File: src/rtl/multicycle_control.sv
// Main control FSM for the multicycle MIPS datapath: fetch/decode/execute/memory/writeback.
// Define MC_ILLEGAL_TRAP_EN to send unknown opcodes to a sticky TRAP state with illegal_op.
module multicycle_control #(
  parameter int unsigned WAIT_MAX = 15
) (
  input  logic       clk,
  input  logic       reset,
  input  logic [5:0] op,
  input  logic       mem_ready,
  output logic       pcwrite,
  output logic       pcwritecond,
  output logic       iord,
  output logic       memread,
  output logic       memwrite,
  output logic       irwrite,
  output logic       memtoreg,
  output logic       regdst,
  output logic       regwrite,
  output logic       alusrca,
  output logic [1:0] alusrcb,
  output logic       extop,
  output logic [1:0] pcsource,
  output logic       aluop2,
  output logic       aluop1,
  output logic       aluop0,
  output logic       mem_timeout,
`ifdef MC_ILLEGAL_TRAP_EN
  output logic       illegal_op,
`endif
  output logic [3:0] state
);

  typedef enum logic [3:0] {
    StFetch  = 4'd0,
    StDecode = 4'd1,
    StMemAdr = 4'd2,
    StMemRd  = 4'd3,
    StMemWb  = 4'd4,
    StMemWr  = 4'd5,
    StRExec  = 4'd6,
    StRWb    = 4'd7,
    StBranch = 4'd8,
    StIExec  = 4'd9,
    StIWb    = 4'd10,
    StJump   = 4'd11,
    StTrap   = 4'd12
  } state_t;

  localparam logic [5:0] OpLw   = 6'b100011;
  localparam logic [5:0] OpSw   = 6'b101011;
  localparam logic [5:0] OpR    = 6'b000000;
  localparam logic [5:0] OpBeq  = 6'b000100;
  localparam logic [5:0] OpAddi = 6'b001000;
  localparam logic [5:0] OpAndi = 6'b001100;
  localparam logic [5:0] OpOri  = 6'b001101;
  localparam logic [5:0] OpJ    = 6'b000010;

  localparam int unsigned CntW = (WAIT_MAX > 0) ? $clog2(WAIT_MAX + 1) : 1;

  state_t            state_q, state_d;
  logic [CntW-1:0]   wait_cnt_q;
  logic              mem_state, waiting;
  logic [2:0]        aluop;

  assign mem_state = (state_q == StFetch) || (state_q == StMemRd) || (state_q == StMemWr);
  assign waiting   = mem_state && !mem_ready;

  always_comb begin
    state_d = state_q;
    unique case (state_q)
      StFetch:  if (mem_ready) state_d = StDecode;
      StDecode: begin
        case (op)
          OpLw, OpSw:            state_d = StMemAdr;
          OpR:                   state_d = StRExec;
          OpBeq:                 state_d = StBranch;
          OpAddi, OpAndi, OpOri: state_d = StIExec;
          OpJ:                   state_d = StJump;
`ifdef MC_ILLEGAL_TRAP_EN
          default:               state_d = StTrap;
`else
          default:               state_d = StFetch;
`endif
        endcase
      end
      StMemAdr: state_d = (op == OpLw) ? StMemRd : StMemWr;
      StMemRd:  if (mem_ready) state_d = StMemWb;
      StMemWb:  state_d = StFetch;
      StMemWr:  if (mem_ready) state_d = StFetch;
      StRExec:  state_d = StRWb;
      StRWb:    state_d = StFetch;
      StBranch: state_d = StFetch;
      StIExec:  state_d = StIWb;
      StIWb:    state_d = StFetch;
      StJump:   state_d = StFetch;
`ifdef MC_ILLEGAL_TRAP_EN
      StTrap:   state_d = StTrap;
`endif
      default:  state_d = StFetch;
    endcase
  end

  // Wait counter saturates at WAIT_MAX; the timeout flag is sticky until reset.
  always_ff @(posedge clk or posedge reset) begin
    if (reset) begin
      state_q     <= StFetch;
      wait_cnt_q  <= '0;
      mem_timeout <= 1'b0;
    end else begin
      state_q <= state_d;
      if (state_d != state_q) begin
        wait_cnt_q <= '0;
      end else if (waiting && (32'(wait_cnt_q) < WAIT_MAX)) begin
        wait_cnt_q <= wait_cnt_q + 1'b1;
      end
      if ((WAIT_MAX > 0) && waiting && (32'(wait_cnt_q) + 32'd1 >= WAIT_MAX)) begin
        mem_timeout <= 1'b1;
      end
    end
  end

  // Decoded from state_q; FETCH's IR/PC load is additionally qualified by the ready cycle.
  always_comb begin
    pcwrite     = 1'b0;
    pcwritecond = 1'b0;
    iord        = 1'b0;
    memread     = 1'b0;
    memwrite    = 1'b0;
    irwrite     = 1'b0;
    memtoreg    = 1'b0;
    regdst      = 1'b0;
    regwrite    = 1'b0;
    alusrca     = 1'b0;
    alusrcb     = 2'b00;
    extop       = 1'b1;
    pcsource    = 2'b00;
    aluop       = 3'b000;
    unique case (state_q)
      StFetch: begin
        memread = 1'b1;
        alusrcb = 2'b01;
        irwrite = mem_ready;
        pcwrite = mem_ready;
      end
      StDecode: alusrcb = 2'b11;
      StMemAdr: begin
        alusrca = 1'b1;
        alusrcb = 2'b10;
      end
      StMemRd: begin
        memread = 1'b1;
        iord    = 1'b1;
      end
      StMemWb: begin
        regwrite = 1'b1;
        memtoreg = 1'b1;
      end
      StMemWr: begin
        memwrite = 1'b1;
        iord     = 1'b1;
      end
      StRExec: begin
        alusrca = 1'b1;
        aluop   = 3'b010;
      end
      StRWb: begin
        regwrite = 1'b1;
        regdst   = 1'b1;
      end
      StBranch: begin
        alusrca     = 1'b1;
        aluop       = 3'b001;
        pcwritecond = 1'b1;
        pcsource    = 2'b01;
      end
      StIExec: begin
        alusrca = 1'b1;
        alusrcb = 2'b10;
        case (op)
          OpAndi: begin
            aluop = 3'b101;
            extop = 1'b0;
          end
          OpOri: begin
            aluop = 3'b100;
            extop = 1'b0;
          end
          default: aluop = 3'b000;
        endcase
      end
      StIWb:  regwrite = 1'b1;
      StJump: begin
        pcwrite  = 1'b1;
        pcsource = 2'b10;
      end
      default: ;
    endcase
  end

  assign {aluop2, aluop1, aluop0} = aluop;
  assign state = state_q;
`ifdef MC_ILLEGAL_TRAP_EN
  assign illegal_op = (state_q == StTrap);
`endif

endmodule

File: config.mk
export PLATFORM = sky130hd
export DESIGN_NAME = multicycle_control
export DESIGN_NICKNAME = d
export VERILOG_FILES = /design/src/rtl/multicycle_control.sv
export SDC_FILE = /design/constraint.sdc
export NUM_CORES = 1
export LEC_CHECK = 0
export CAP_MARGIN = 40
export CORE_MARGIN = 4
export CORE_UTILIZATION = 41
export DETAILED_ROUTE_END_ITERATION = 8
export PLACE_DENSITY = 0.76
export SLEW_MARGIN = 20
export SYNTH_ARGS = -nofsm -noshare
export SYNTH_HDL_FRONTEND = slang
export SYNTH_SLANG_ARGS = --single-unit
File: constraint.sdc
create_clock -name clk -period 1.55 [get_ports clk]
set_input_delay 0.31 -clock clk [delete_from_list [all_inputs] [get_ports clk]]
set_output_delay 0.31 -clock clk [all_outputs]
set_load 0.01 [all_outputs]
### Word-level counts from Yosys, hierarchy flattened

Cells that the tools add are included.
Widths: inputs -> output; s select.

| word-level totals | value |
|---|---|
| bits in registers | 9 |
| bits in latches | 0 |
| memory bits (writable) | 0 |
| bits in read-only memories | 0 |
| output and inout bits | 23 |
| word-level logic and storage cells | 67 |
| memories | 0 |

| cells by class | value |
|---|---|
| add/sub/neg operators | 2 |
| $mul | 0 |
| div/mod/pow operators | 0 |
| $lt $le $gt $ge | 2 |
| equality and inequality tests | 19 |
| shift operators | 0 |
| mux-type cells | 24 |
| bitwise operators | 0 |
| reductions and logical operators | 17 |

Operators by type and width:

| cell | number |
|---|---|
| $pmux 4 s7 | 1 |
| $mux 4 | 5 |
| $pmux 4 s5 | 1 |
| $eq 6x4->1 const B | 3 |
| $eq 4x3->1 const B | 4 |
| $eq 4x4->1 const B | 4 |
| $eq 6x6->1 const B | 2 |
| $mux 1 | 11 |
| $reduce_or 2->1 | 5 |
| $pmux 3 s3 | 1 |
| $eq 4x2->1 const B | 2 |
| $eq 6x2->1 const B | 1 |
| $eq 6x3->1 const B | 1 |
| $logic_not 6->1 | 1 |
| $pmux 2 s3 | 1 |
| $pmux 3 s2 | 1 |
| $reduce_or 3->1 | 2 |
| $add 4x1->5 const B | 1 |
| $ge 5x4->1 const B | 1 |
| $add 4x1->4 const B | 1 |
| $eq 4x1->1 const B | 1 |
| $logic_not 4->1 | 1 |
| $lt 4x4->1 const B | 1 |
| $ne 4x4->1 | 1 |
| 8 further kinds | 11 |

### Depth between registers and ports, before layout

Gate-level depths: netlist of run 1.

| depth | value |
|---|---|
| depth after elaboration | 7 |
| depth in mapped cells | 7 |
| gate-level depth less buffers | 7 |

### Worst setup path after synthesis of run 1

OpenSTA, ideal clock, no wires.

| path | value |
|---|---|
| kind | reg2out |
| start | register state_q[3] (netlist: state[3]) |
| end | output pcwrite |
| arrival time | 1.669 ns |
| data required time | 1.240 ns |
| setup slack | -0.429 ns |
| cell stages (with the launch flop) | 5 |
| buffers on the path | 1 |
| path through | dfrtp_1 buf_2 or2_2 nor4b_1 or2_2 |

| on the way | value |
|---|---|
| longest elaborated chain between the ends | 2 |
| elaborated cells on any way between the ends | 3 |
| those cells by class | 1 x eq/ne; 1 x mux; 1 x reduce/logical |

RTL lines:

| item | line | text |
|---|---|---|
| from (decl) | 60 | `state_t state_q, state_d;` |
| from (signal assigned) | 106 | `state_q <= StFetch;` |
| from (signal assigned) | 110 | `state_q <= state_d;` |
| $eq 4x4->1 or $logic_not 4->1 (tied branches) | 138 | `unique case (state_q)` |
| $pmux 1 s2 * | 138 |  |
| to (decl) | 10 | `output logic pcwrite,` |

Every way passes the cells marked *; elsewhere a longest branch is shown, timed or not.

### Worst setup path after layout of run 1

| path | value |
|---|---|
| start | register state_q[1] (netlist: state[1]) |
| end | register wait_cnt_q[0] |

| on the way | value |
|---|---|
| longest elaborated chain between the ends | 6 |
| elaborated cells on any way between the ends | 18 |
| those cells by class | 7 x eq/ne; 5 x mux; 6 x reduce/logical |

RTL lines:

| item | line | text |
|---|---|---|
| parallel branches: the longest is 6 deep, another holds $pmux 4 s7 | - |  |
| to (signal assigned) | 114 | `wait_cnt_q <= wait_cnt_q + 1'b1;` |
| to (decl) | 61 | `logic [CntW-1:0] wait_cnt_q;` |

Parallel ways; which one is timed is not known.
A chain may end at the register's enable or synchronous reset.

==> results.md, run 1 <==
- Critical path data arrival time: 2220 ps
- Top post-synthesis cells by count: 13 x nor2_1, 9 x dfrtp_1, 9 x nand2_1, 8 x a21oi_1
- Main synth FF type: dfrtp_1
- Fmax: 0.4809 GHz
- Rows: 17
- Number of vias per cell: 5.907
- RePlAce Congestion: about 0.84
- Initial Util: 0.4321
- Worst-case clock buffer depth: 2
- TritonRoute pass-1 iters: 4
- Wire length per cell: between 15 and 20 µm
- Worst IR Drop VDD: 849.2 µV
- Ys Warns: 0
- TNS Setup: -6326 ps
- RSZ-0062 raised after global routing: yes
- I/O Buffers: 31
- Final Routed Wirelength: approximately 4.4 mm
- Post-synth top area cell: dfrtp_1
- Layout area overhead: 104.6%
- CP Max Fanout: 4
- Status: finished with violations
- CTS tree: built
- Via count: 1400
- Worst Hold Class: input port to async pin
- Remaining global-route overflow: 0
- Syn Std Cell Area: roughly 960 µm²
- Synth area leaders: dfrtp_1 24%, nor2_1 5.1%, a21oi_1 4.2%
- Nets: 221
- Largest net degree at the start of global routing: 10
- Cells after Synth: 125
- Post-route ant nets: 0
- Tcrit/Tclk final: 1.341
- WL met3: about 300 µm
- # clock sinks: 9
- Clock Skew: 2.359 ps
- First-pass GRT wire length: 5.609 mm
- Antenna violations before repair: 0
- Drt drc: 0
- CP endpoint kind: flip-flop
- WP data required: 1690 ps
- # setup viols final: 25
- Pwr Total: 1.783 mW
- Met2 wire length: 2.244 mm
- DIE HEIGHT: approximately 56 µm
- Fin cells: 237
- Post-Syn Nets: about 140
- Final Max Slew Viols: 0
- Final instance area: 0.001956 mm²
- Total track usage: 0.2189
- CORE AREA: 0.002212 mm²
- Met1 wire length: 1.689 mm
- Clk slew on worst S/H paths: about 70 ps
- Yosys reg bits: 9
- Synthesized area per cell: 7.647 µm²
- Top Layer Used: met4
- CTS buffer count: 3
- Post-synth top area share: 0.2356
- CTS Hold Buffers Added: 0
- DP HPWL: 2.429 mm
- Rel. slew slack: 0.7316
- Root Buffer: clkbuf_4
- Antenna cells: 0
- Synth cell types: 41
- Post-synth EDFFs: 0
- Later-pin clock latency in the skew report: 280 ps
- Worst setup SP type: flip-flop
- MaxCap Viol Count: 0
- Failing checks: negative setup slack
- Drt initial violations: 80
- H-tree lvl count: 1
- I/O pin count: 32
- PnR worst setup slack: -529.2 ps
- Cell Pwr Density: 911.6 mW/mm²
- Util after Layout: 0.8841
- Die area: roughly 0.0032 mm²
- Fillers: 93
- Area of placed instances: 0.001573 mm²
- Final Hold Fails: 0
- Fraction of layout cells with a size suffix above 1: 0.5837
- Most frequent cell after synthesis: nor2_1
- Minimum clock period: approximately 2100 ps
- Seq/Total Area, Yosys: 0.2356
- Leak pwr: 0.9310 nW
- Vias in the first global route: 1248
- Worst-margin pin slew: 401.1 ps
- Placed cell count: around 210
- Die W: 56.29 µm
- Crit path kind: flip-flop to flip-flop
- Asr flop ratio synth: 1.000
-- area by class of cell --
class / instances / area [µm²] / area share
Sequential cell: 9 / 230.2 / 0.1177
Multi-Input combinational cell: 103 / 890.9 / 0.4555
Timing Repair Buffer: 87 / 745.7 / 0.3813
Clock buffer: 4 / 26.28 / 0.01344
Tap cell: 28 / 35.03 / 0.01791
Inverter: 6 / 27.53 / 0.01408
-- worst paths after layout --
| path | from | endpoint | slack, ps | depth (start not counted) |
|---|---|---|---|---|
| setup / recovery | state[1]$_DFF_PP0_ | wait_cnt_q[0]$_DFFE_PP0P_ | -530 | 7 |
| hold / removal | reset | mem_timeout$_DFFE_PP0P_ | 300 | 2 |
| setup reg to reg | state[1]$_DFF_PP0_ | wait_cnt_q[0]$_DFFE_PP0P_ | -530 | 7 |
| hold reg to reg | mem_timeout$_DFFE_PP0P_ | mem_timeout$_DFFE_PP0P_ | 490 | 2 |
| max in group asynchronous | reset | state[2]$_DFF_PP0_ | 980 | 2 |
| min in group clk | mem_timeout$_DFFE_PP0P_ | mem_timeout$_DFFE_PP0P_ | 490 | 2 |
-- critical path: stages, from the launching register on --
cell,delay [ps]
dfrtp_2,390
buf_4,130
or2b_1,260
buf_6,130
o21a_1,110
o22ai_1,260
nand3_1,240
nor4_1,410
-- state kept, by name, indices dropped and copies added, names as in the netlist --
| signal | cells |
|---|---|
| mem_timeout | 1 |
| state | 4 |
| wait_cnt_q | 4 |
-- power breakdown --
| group | total, mW | internal, mW | switching (mW) |
|---|---|---|---|
| sequential | 0.329 | 0.277 | 0.0518 |
| combinational | 1.25 | 0.610 | 0.644 |
| clock | 0.200 | 0.100 | 0.0995 |
-- timing repair --
item | CTS | global route
pin swaps | 11 | 11
hold endpoints to repair | 0 | 0
gates resized for setup | 107 | 46
setup endpoints to repair | 27 | 30
setup buffers | 9 | 12
gates cloned | 0 | 0
-- cells in the final DEF, fill, tap and decap left out, types with 5 or more instances in the layout --
master,synthesis,final
a21oi_1,8,5
buf_2,2,12
buf_4,5,42
buf_6,0,20
dfrtp_1,9,5
dlymetal6s2s_1,0,5
nand2_1,9,7
nor2_1,13,8
-- metrics by stage --
step,worst slack [ps],hold slack [ps]
after floorplan,-99.80,137.8
after global placement,-611.8,441.5
after detailed placement,-663.4,460.3
after CTS,-365.8,294.7
after global routing,-565.0,351.7
final,-529.2,303.3
-- layer usage --
layer  GRT usage  vias up
met5           0        -
met4     0.05085        0
met3     0.02299       30
met2      0.4240       90
met1      0.2528      654
li1            -      626
-- logic make-up after synthesis --
group / after synthesis / synth area share
AND/OR/NAND/NOR: 66 / 0.3861
AO/OA/AOI/OAI: 31 / 0.2356
buffers and inverters: 13 / 0.07330
flip-flops: 9 / 0.2356
XOR/XNOR: 2 / 0.01833
multiplexers: 2 / 0.02487
adder cells (fa/ha/maj): 2 / 0.02617
No activity file was read; power rests on OpenSTA's default activity.
==> run 2: changes to the inputs <==
--- a/config.mk
+++ b/config.mk
@@ -9,7 +9,7 @@
 export CORE_MARGIN = 4
 export CORE_UTILIZATION = 41
 export DETAILED_ROUTE_END_ITERATION = 8
-export PLACE_DENSITY = 0.76
+export PLACE_DENSITY_LB_ADDON = 0.05
 export SLEW_MARGIN = 20
 export SYNTH_ARGS = -nofsm -noshare
 export SYNTH_HDL_FRONTEND = slang
==> run 2 against run 1 <==
  * The run still ends with negative setup slack left
  * Clock skew grew 1.9 ps
  * Worst hold slack got worse by 21 ps
  * Clock-buffer cell count unchanged
  * Final cell count shrank 1.3%
  * Wire length is 22% higher
  * Final area rose by 3.5%
  * Sequential share of layout area fell by 0.40 points
  * Critical path type unchanged
  * Critical endpoint is now mem_timeout$_DFFE_PP0P_
  * Largest cell class unchanged
==> results.md, run 2 (same netlist as run 1, synthesis figures left out) <==
- Tcrit/Tclk final: 1.315 (-0.02692)
- Later-pin clock latency in the skew report: 280 ps (about the same)
- Wire length per cell: 22.94 µm (+24%)
- Util after Layout: 0.9152 (+0.03111)
- TNS Setup: -6526 ps (-200.4 ps)
- Critical Path Slowest Stage Cell: dfrtp_2
- Minimum clock period: 2037 ps (-41.73 ps)
- Initial Util: 0.4321 (unchanged)
- Cell mode on critical path: buf_4
- Rows: 17 (unchanged)
- Most common cell after layout, fill and taps aside: buf_4
- Drt initial violations: 100 (+25%)
- Number of vias per cell: 6.350 (+7.5%)
- Die W: 56.29 µm (unchanged)
- Most frequent cells in the layout: 33 x buf_4, 23 x buf_6, 8 x nand2_1, 8 x buf_2, 7 x nor2_1
- Final Hold Fails: 0 (unchanged)
- CTS Hold Buffers Added: 0 (unchanged)
- Worst-margin pin slew: 421.7 ps (+20.62 ps)
- Die area: 0.003168 mm² (unchanged)
- Final Max Slew Viols: 0 (unchanged)
- Remaining global-route overflow: 0 (unchanged)
- Nets: 218 (-1.4%)
- Layout area overhead: 111.8%
- # setup viols final: 27 (+8.0%)
- DP HPWL: 2.320 mm (-4.5%)
- Vias in the first global route: 1350 (+8.2%)
- Antenna cells: 0 (unchanged)
- Cell Pwr Density: 984.4 mW/mm² (+8.0%)
- DIE HEIGHT: 56.29 µm (unchanged)
- Clk slew on worst S/H paths: 60 ps (about the same)
- Drt drc: 0 (unchanged)
- PnR worst setup slack: -487.5 ps (+41.73 ps)
- Critical path's largest stage delay: 450 ps (+40 ps)
- CP endpoint kind: flip-flop
- CORE AREA: 0.002212 mm² (unchanged)
- I/O Buffers: 31 (unchanged)
- Pwr Total: 1.993 mW (+12%)
- I/O pin count: 32 (unchanged)
- TritonRoute pass-1 iters: 4 (unchanged)
- Root Buffer: clkbuf_4
- Status: finished with violations
- Via count: 1486 (+6.1%)
- CTS buffer count: 3 (unchanged)
- Worst Hold Class: input port to async pin
- Crit path kind: flip-flop to flip-flop
- H-tree lvl count: 1 (unchanged)
- Critical path data arrival time: 2200 ps (-20 ps)
- MaxCap Viol Count: 0 (unchanged)
- Total track usage: 0.2406 (+0.02169)
- Worst-case clock buffer depth: 2 (unchanged)
- CTS tree: built
- Fin cells: 234 (-1.3%)
- Crit path cell chain: buf_4 -> nor2_1 -> buf_4 -> nand2_1 -> o21ai_1 -> nand3_2 -> o41ai_2
- RePlAce Congestion: 0.8744 (+3.6%)
- Placed cell count: 210 (-1.9%)
- Largest net degree at the start of global routing: 13 (+3)
- # clock sinks: 9 (unchanged)
- WP data required: 1710 ps (+20 ps)
- Leak pwr: 0.9591 nW (+3.0%)
- Worst reg2reg path depth: 7 (unchanged)
- Final Routed Wirelength: 5.368 mm (+22%)
- Worst IR Drop VDD: 802.3 µV (-5.5%)
- Failing checks: negative setup slack
- CP Max Fanout: 10 (+6)
- Clock Skew: 4.242 ps (+1.884 ps)
- Antenna violations before repair: 0 (unchanged)
- RSZ-0062 raised after global routing: yes
- First-pass GRT wire length: 6.120 mm (+9.1%)
- Fmax: 0.4908 GHz (+2.0%)
- Rel. slew slack: 0.7165 (-0.01516)
- Post-route ant nets: 0 (unchanged)
- Worst setup SP type: flip-flop
- Fraction of layout cells with a size suffix above 1: 0.5777 (-0.006062)
## run 2: cell count changes in the layout (fill, tap and decap cells not counted), sizes merged
| cell | delta |
|---|---|
| clkdlybuf4s15 | -1 |
| bufbuf | +1 |
| buf | -7 |
| dlygate4sd2 | +3 |
| clkinvlp | +1 |
| inv | -1 |
| clkbuf | +2 |
| dlymetal6s2s | -1 |
## run 2: critical path, delay by kind of cell, from the launching register on
kind / cells / cell delay (ps)
buffers and inverters: 2 / 390
and+or+nand+nor: 3 / 470
AOI/OAI and AO/OA: 2 / 620
DFF: 1 / 450
## run 2: layer usage
metal / share of wire / routed length, µm / GRT usage
met1: 0.36 / 1926 / 0.2958
met2: 0.47 / 2549 / 0.4224
met3: 0.096 / 517 / 0.03218
met4: 0.070 / 374 / 0.09153
met5: 0 / 0 / 0
## run 2: layout make-up
| class | instances | area, µm² |
|---|---|---|
| well taps | 28 | 35.03 |
| repair buffers | 84 | 813.3 |
| clock buffers | 4 | 26.28 |
| flip-flops and latches | 9 | 230.2 |
| inverters | 6 | 26.28 |
| multi-input cells | 103 | 893.4 |
| fillers | 80 | 187.7 |
## run 2: what timing repair did
item / 4_1_cts / 5_1_grt
cloned: 2 / 1
resized for setup: 117 / 39
setup endpoints to repair: 27 / 29
setup buffers: 6 / 12
pin swaps: 16 / 13
## run 2: stage by stage
stage	setup WS, ps	area (µm²)	hold WS (ps)
CTS	-305.0	1780	318.9
detailed placement	-665.3	1543	475.1
global placement	-608.5	1543	459.9
finish	-487.5	2024	282.2
floorplan	-99.80	1007	137.8
global route	-599.2	2024	315.8
## run 2: power by group
group | leakage [nW] | internal, mW | switching (mW)
registers | 0.111 | 0.277 | 0.0600
logic | 0.833 | 0.729 | 0.734
clock network | 0.0150 | 0.0999 | 0.0926
total | 0.959 | 1.11 | 0.886
## run 2: path summary, 6_finish.rpt
kind,startpoint,to,slack [ps]
min in group clk,mem_timeout$_DFFE_PP0P_,mem_timeout$_DFFE_PP0P_,530
max reg2reg,state[2]$_DFF_PP0_,mem_timeout$_DFFE_PP0P_,-490
max,state[2]$_DFF_PP0_,mem_timeout$_DFFE_PP0P_,-490
min reg2reg,mem_timeout$_DFFE_PP0P_,mem_timeout$_DFFE_PP0P_,530
max in group asynchronous,reset,state[3]$_DFF_PP0_,1000
min,reset,wait_cnt_q[0]$_DFFE_PP0P_,280
==> run 3: changes to the inputs <==
--- a/config.mk
+++ b/config.mk
@@ -9,7 +9,9 @@
 export CORE_MARGIN = 4
 export CORE_UTILIZATION = 41
 export DETAILED_ROUTE_END_ITERATION = 8
+export GPL_TIMING_DRIVEN = 0
 export PLACE_DENSITY_LB_ADDON = 0.05
+export RECOVER_POWER = 25
 export SLEW_MARGIN = 20
 export SYNTH_ARGS = -nofsm -noshare
 export SYNTH_HDL_FRONTEND = slang
==> constraint.sdc (replaced) <==
create_clock -name clk -period 1.55 [get_ports clk]
set_input_delay 0.155 -clock clk [delete_from_list [all_inputs] [get_ports clk]]
set_output_delay 0.155 -clock clk [all_outputs]
set_load 0.01 [all_outputs]
==> run 3 against run 2 <==
  * The run still ends with negative setup slack left
  * Sequential share of layout area rose by 1.7 points
  * Register-to-register slack better by 140 ps
  * Maximum frequency rose by 7.4%
  * Critical path depth stayed put
  * Global-route usage shrank 2.6 points
  * Combinational power is 18% lower
  * Sequential power barely moved
  * Setup slack better by 140 ps
  * Wire length is 25% lower
  * Utilization is 12 points lower
  * Non-clock buffer count fell by 17
  * Worst hold slack improved by 11 ps
  * Critical path type unchanged
==> results.md, run 3 (same netlist as run 1, synthesis figures left out) <==
- Status: finished with violations
- Failing checks: negative setup slack
- # setup viols final: 20 (-26%)
- RePlAce Congestion: 0.8435 (-3.5%)
- Sw Pwr: 0.7783 mW (-12%)
- Final Routed Wirelength: 4.028 mm (-25%)
- RSZ-0062 raised after global routing: yes
- Final Max Slew Viols: 0 (unchanged)
- Crit path cell chain: buf_6 -> buf_4 -> nor3_1 -> nand2_1 -> o21ai_2 -> nand3_2 -> o41ai_2
- Critical path's largest stage delay: 410 ps (-40 ps)
- Share of power burned in registers: 0.196 (+0.027)
- Post-route ant nets: 0 (unchanged)
- Worst IR Drop VDD: 917.8 µV (+14%)
- CP Max Fanout: 5 (-5)
- Crit-path leading delay family: compound AO/OA/AOI/OAI gates
- Die area: 0.003168 mm² (unchanged)
- DP HPWL: 2.034 mm (-12%)
- Initial Util: 0.4321 (unchanged)
- CP endpoint kind: flip-flop
- Tcrit/Tclk final: 1.224 (-0.09074)
- Layout area overhead: 84.16%
- Most frequent cells in the layout: 28 x buf_4, 13 x buf_2, 11 x buf_6
- Drt drc: 0 (unchanged)
- PnR worst setup slack: -346.8 ps (+140.6 ps)
- Antenna violations before repair: 0 (unchanged)
- CTS buffer count: 3 (unchanged)
- I/O Buffers: 30 (-3.2%)
- Critical Path Slowest Stage Cell: dfrtp_1
- Final Hold Fails: 0 (unchanged)
- Fmax: 0.5272 GHz (+7.4%)
- Rel. slew slack: 0.6790 (-0.03741)
- Later-pin clock latency in the skew report: 260 ps (-20 ps)
- Crit path kind: flip-flop to flip-flop
- Combinational power share: 0.696 (-0.038)
- WHS: 292.8 ps (+10.54 ps)
- Worst reg2reg path depth: 7 (unchanged)
- Total internal power: 0.9396 mW (-15%)
- Register-to-register setup slack: -350 ps (+140 ps)
- Pwr Total: 1.718 mW (-14%)
- Via count: 1296 (-13%)
- Nets: 201 (-7.8%)
- Worst-margin pin slew: 477.4 ps (+55.64 ps)
- Most common cell after layout, fill and taps aside: buf_4
- Remaining global-route overflow: 0 (unchanged)
- Clock Skew: 4.372 ps (+0.1295 ps)
- I/O pin count: 32 (unchanged)
- CORE AREA: 0.002212 mm² (unchanged)
- Rows: 17 (unchanged)
- Clock Power Share: 0.109 (+0.012)
- Total track usage: 0.2142 (-0.02636)
- H-tree lvl count: 1 (unchanged)
- Clk slew on worst S/H paths: 60 ps (about the same)
- TNS Setup: -3914 ps (+2613 ps)
- Critical path data arrival time: 2040 ps (-160 ps)
- Start of the worst register-to-register path: state[1]$_DFF_PP0_
- Util after Layout: 0.7958 (-0.1193)
- Antenna cells: 0 (unchanged)
- CTS tree: built
- Worst setup SP type: flip-flop
- Sw Ratio: 0.4530 (+0.008260)
- # clock sinks: 9 (unchanged)
- MaxCap Viol Count: 0 (unchanged)
- Fillers: 141 (+76%)
- Largest net degree at the start of global routing: 11 (-2)
- Fraction of layout cells with a size suffix above 1: 0.5556 (-0.02211)
- Leak pwr: 0.7950 nW (-17%)
- Cell Pwr Density: 975.9 mW/mm² (-0.87%)
- RR Endpoint: mem_timeout$_DFFE_PP0P_
- CTS Hold Buffers Added: 0 (unchanged)
- Drt initial violations: 80 (-20%)
- WP data required: 1700 ps (about the same)
- TritonRoute pass-1 iters: 4 (unchanged)
- Root Buffer: clkbuf_4
- Die W: 56.29 µm (unchanged)
- Number of vias per cell: 5.972 (-6.0%)
- First-pass GRT wire length: 5.547 mm (-9.4%)
- DIE HEIGHT: 56.29 µm (unchanged)
- Minimum clock period: 1897 ps (-140.6 ps)
- Vias in the first global route: 1197 (-11%)
- Bufs and invs on worst path: 2 (unchanged)
- Worst-case clock buffer depth: 2 (unchanged)
- Worst Hold Class: input port to async pin
- Wire length per cell: 18.56 µm (-19%)
-- run 3: changes by cell type in the layout (fill, tap and decap cells not counted), moves of 3 or more --
| cell | delta |
|---|---|
| dlygate4sd2_1 | -4 |
| nand2_2 | +3 |
| buf_2 | +5 |
| buf_6 | -12 |
| buf_4 | -5 |
| clkdlybuf4s50_1 | +4 |
-- run 3: worst reg2reg max path, cell delays in order (launching register included) --
cell	delay [ps]
dfrtp_1	410
buf_6	140
buf_4	140
nor3_1	230
nand2_1	100
o21ai_2	190
nand3_2	170
o41ai_2	410
-- run 3: power groups by stage --
stage	Sequential [mW]	Clock, mW	Combinational [mW]
after detailed placement	0.347	0	0.816
after global placement	0.346	0	0.808
after global routing	0.344	0.201	1.27
after CTS	0.332	0.187	1.01
after floorplan	0.340	0	0.521
final	0.336	0.187	1.20
-- run 3: final cells by class --
| type | count | area, µm² | area share |
|---|---|---|---|
| plain buffers | 7 | 75.07 | 0.04264 |
| clock buffers | 4 | 26.28 | 0.01493 |
| repair buffers | 60 | 479.2 | 0.2722 |
| well taps | 28 | 35.03 | 0.01990 |
| inverters | 6 | 26.28 | 0.01493 |
| multi-input cells | 103 | 888.4 | 0.5046 |
| flip-flops and latches | 9 | 230.2 | 0.1308 |
-- run 3: through the flow --
step           instance area, µm²  cells  setup WS (ps)
5_1_grt                      1760    217         -476.9
4_1_cts                      1609    210         -301.0
6_report                     1760    217         -346.8
3_3_place_gp                 1341    183         -564.3
2_1_floorplan                1006    125         -38.47
3_5_place_dp                 1341    183         -580.7
-- run 3: how the worst max path moves through the flow --
stage / slack (ps) / end / from / depth (start not counted)
global placement: -560 / mem_timeout$_DFFE_PP0P_ / op[0] / 6
floorplan: -40 / mem_timeout$_DFFE_PP0P_ / state[1]$_DFF_PP0_ / 6
CTS: -300 / aluop0 / state[1]$_DFF_PP0_ / 7
detailed placement: -580 / mem_timeout$_DFFE_PP0P_ / op[0] / 6
finish: -350 / mem_timeout$_DFFE_PP0P_ / state[1]$_DFF_PP0_ / 7
global route: -480 / mem_timeout$_DFFE_PP0P_ / state[1]$_DFF_PP0_ / 7
-- run 3: repair_timing --
| item | CTS | global route |
|---|---|---|
| endpoints found under the setup margin | 23 | 25 |
| setup buffers | 23 | 8 |
| gates resized for setup | 102 | 28 |
| pin swaps | 12 | 9 |
-- run 3: routing by layer --
metal / global-route usage / wire [µm] / up-vias
li1: - / - / 585
met1: 0.3010 / 1614 / 603
met2: 0.3456 / 1868 / 83
met3: 0.04828 / 345 / 25
met4: 0.02373 / 200 / 0
met5: 0 / 0 / -
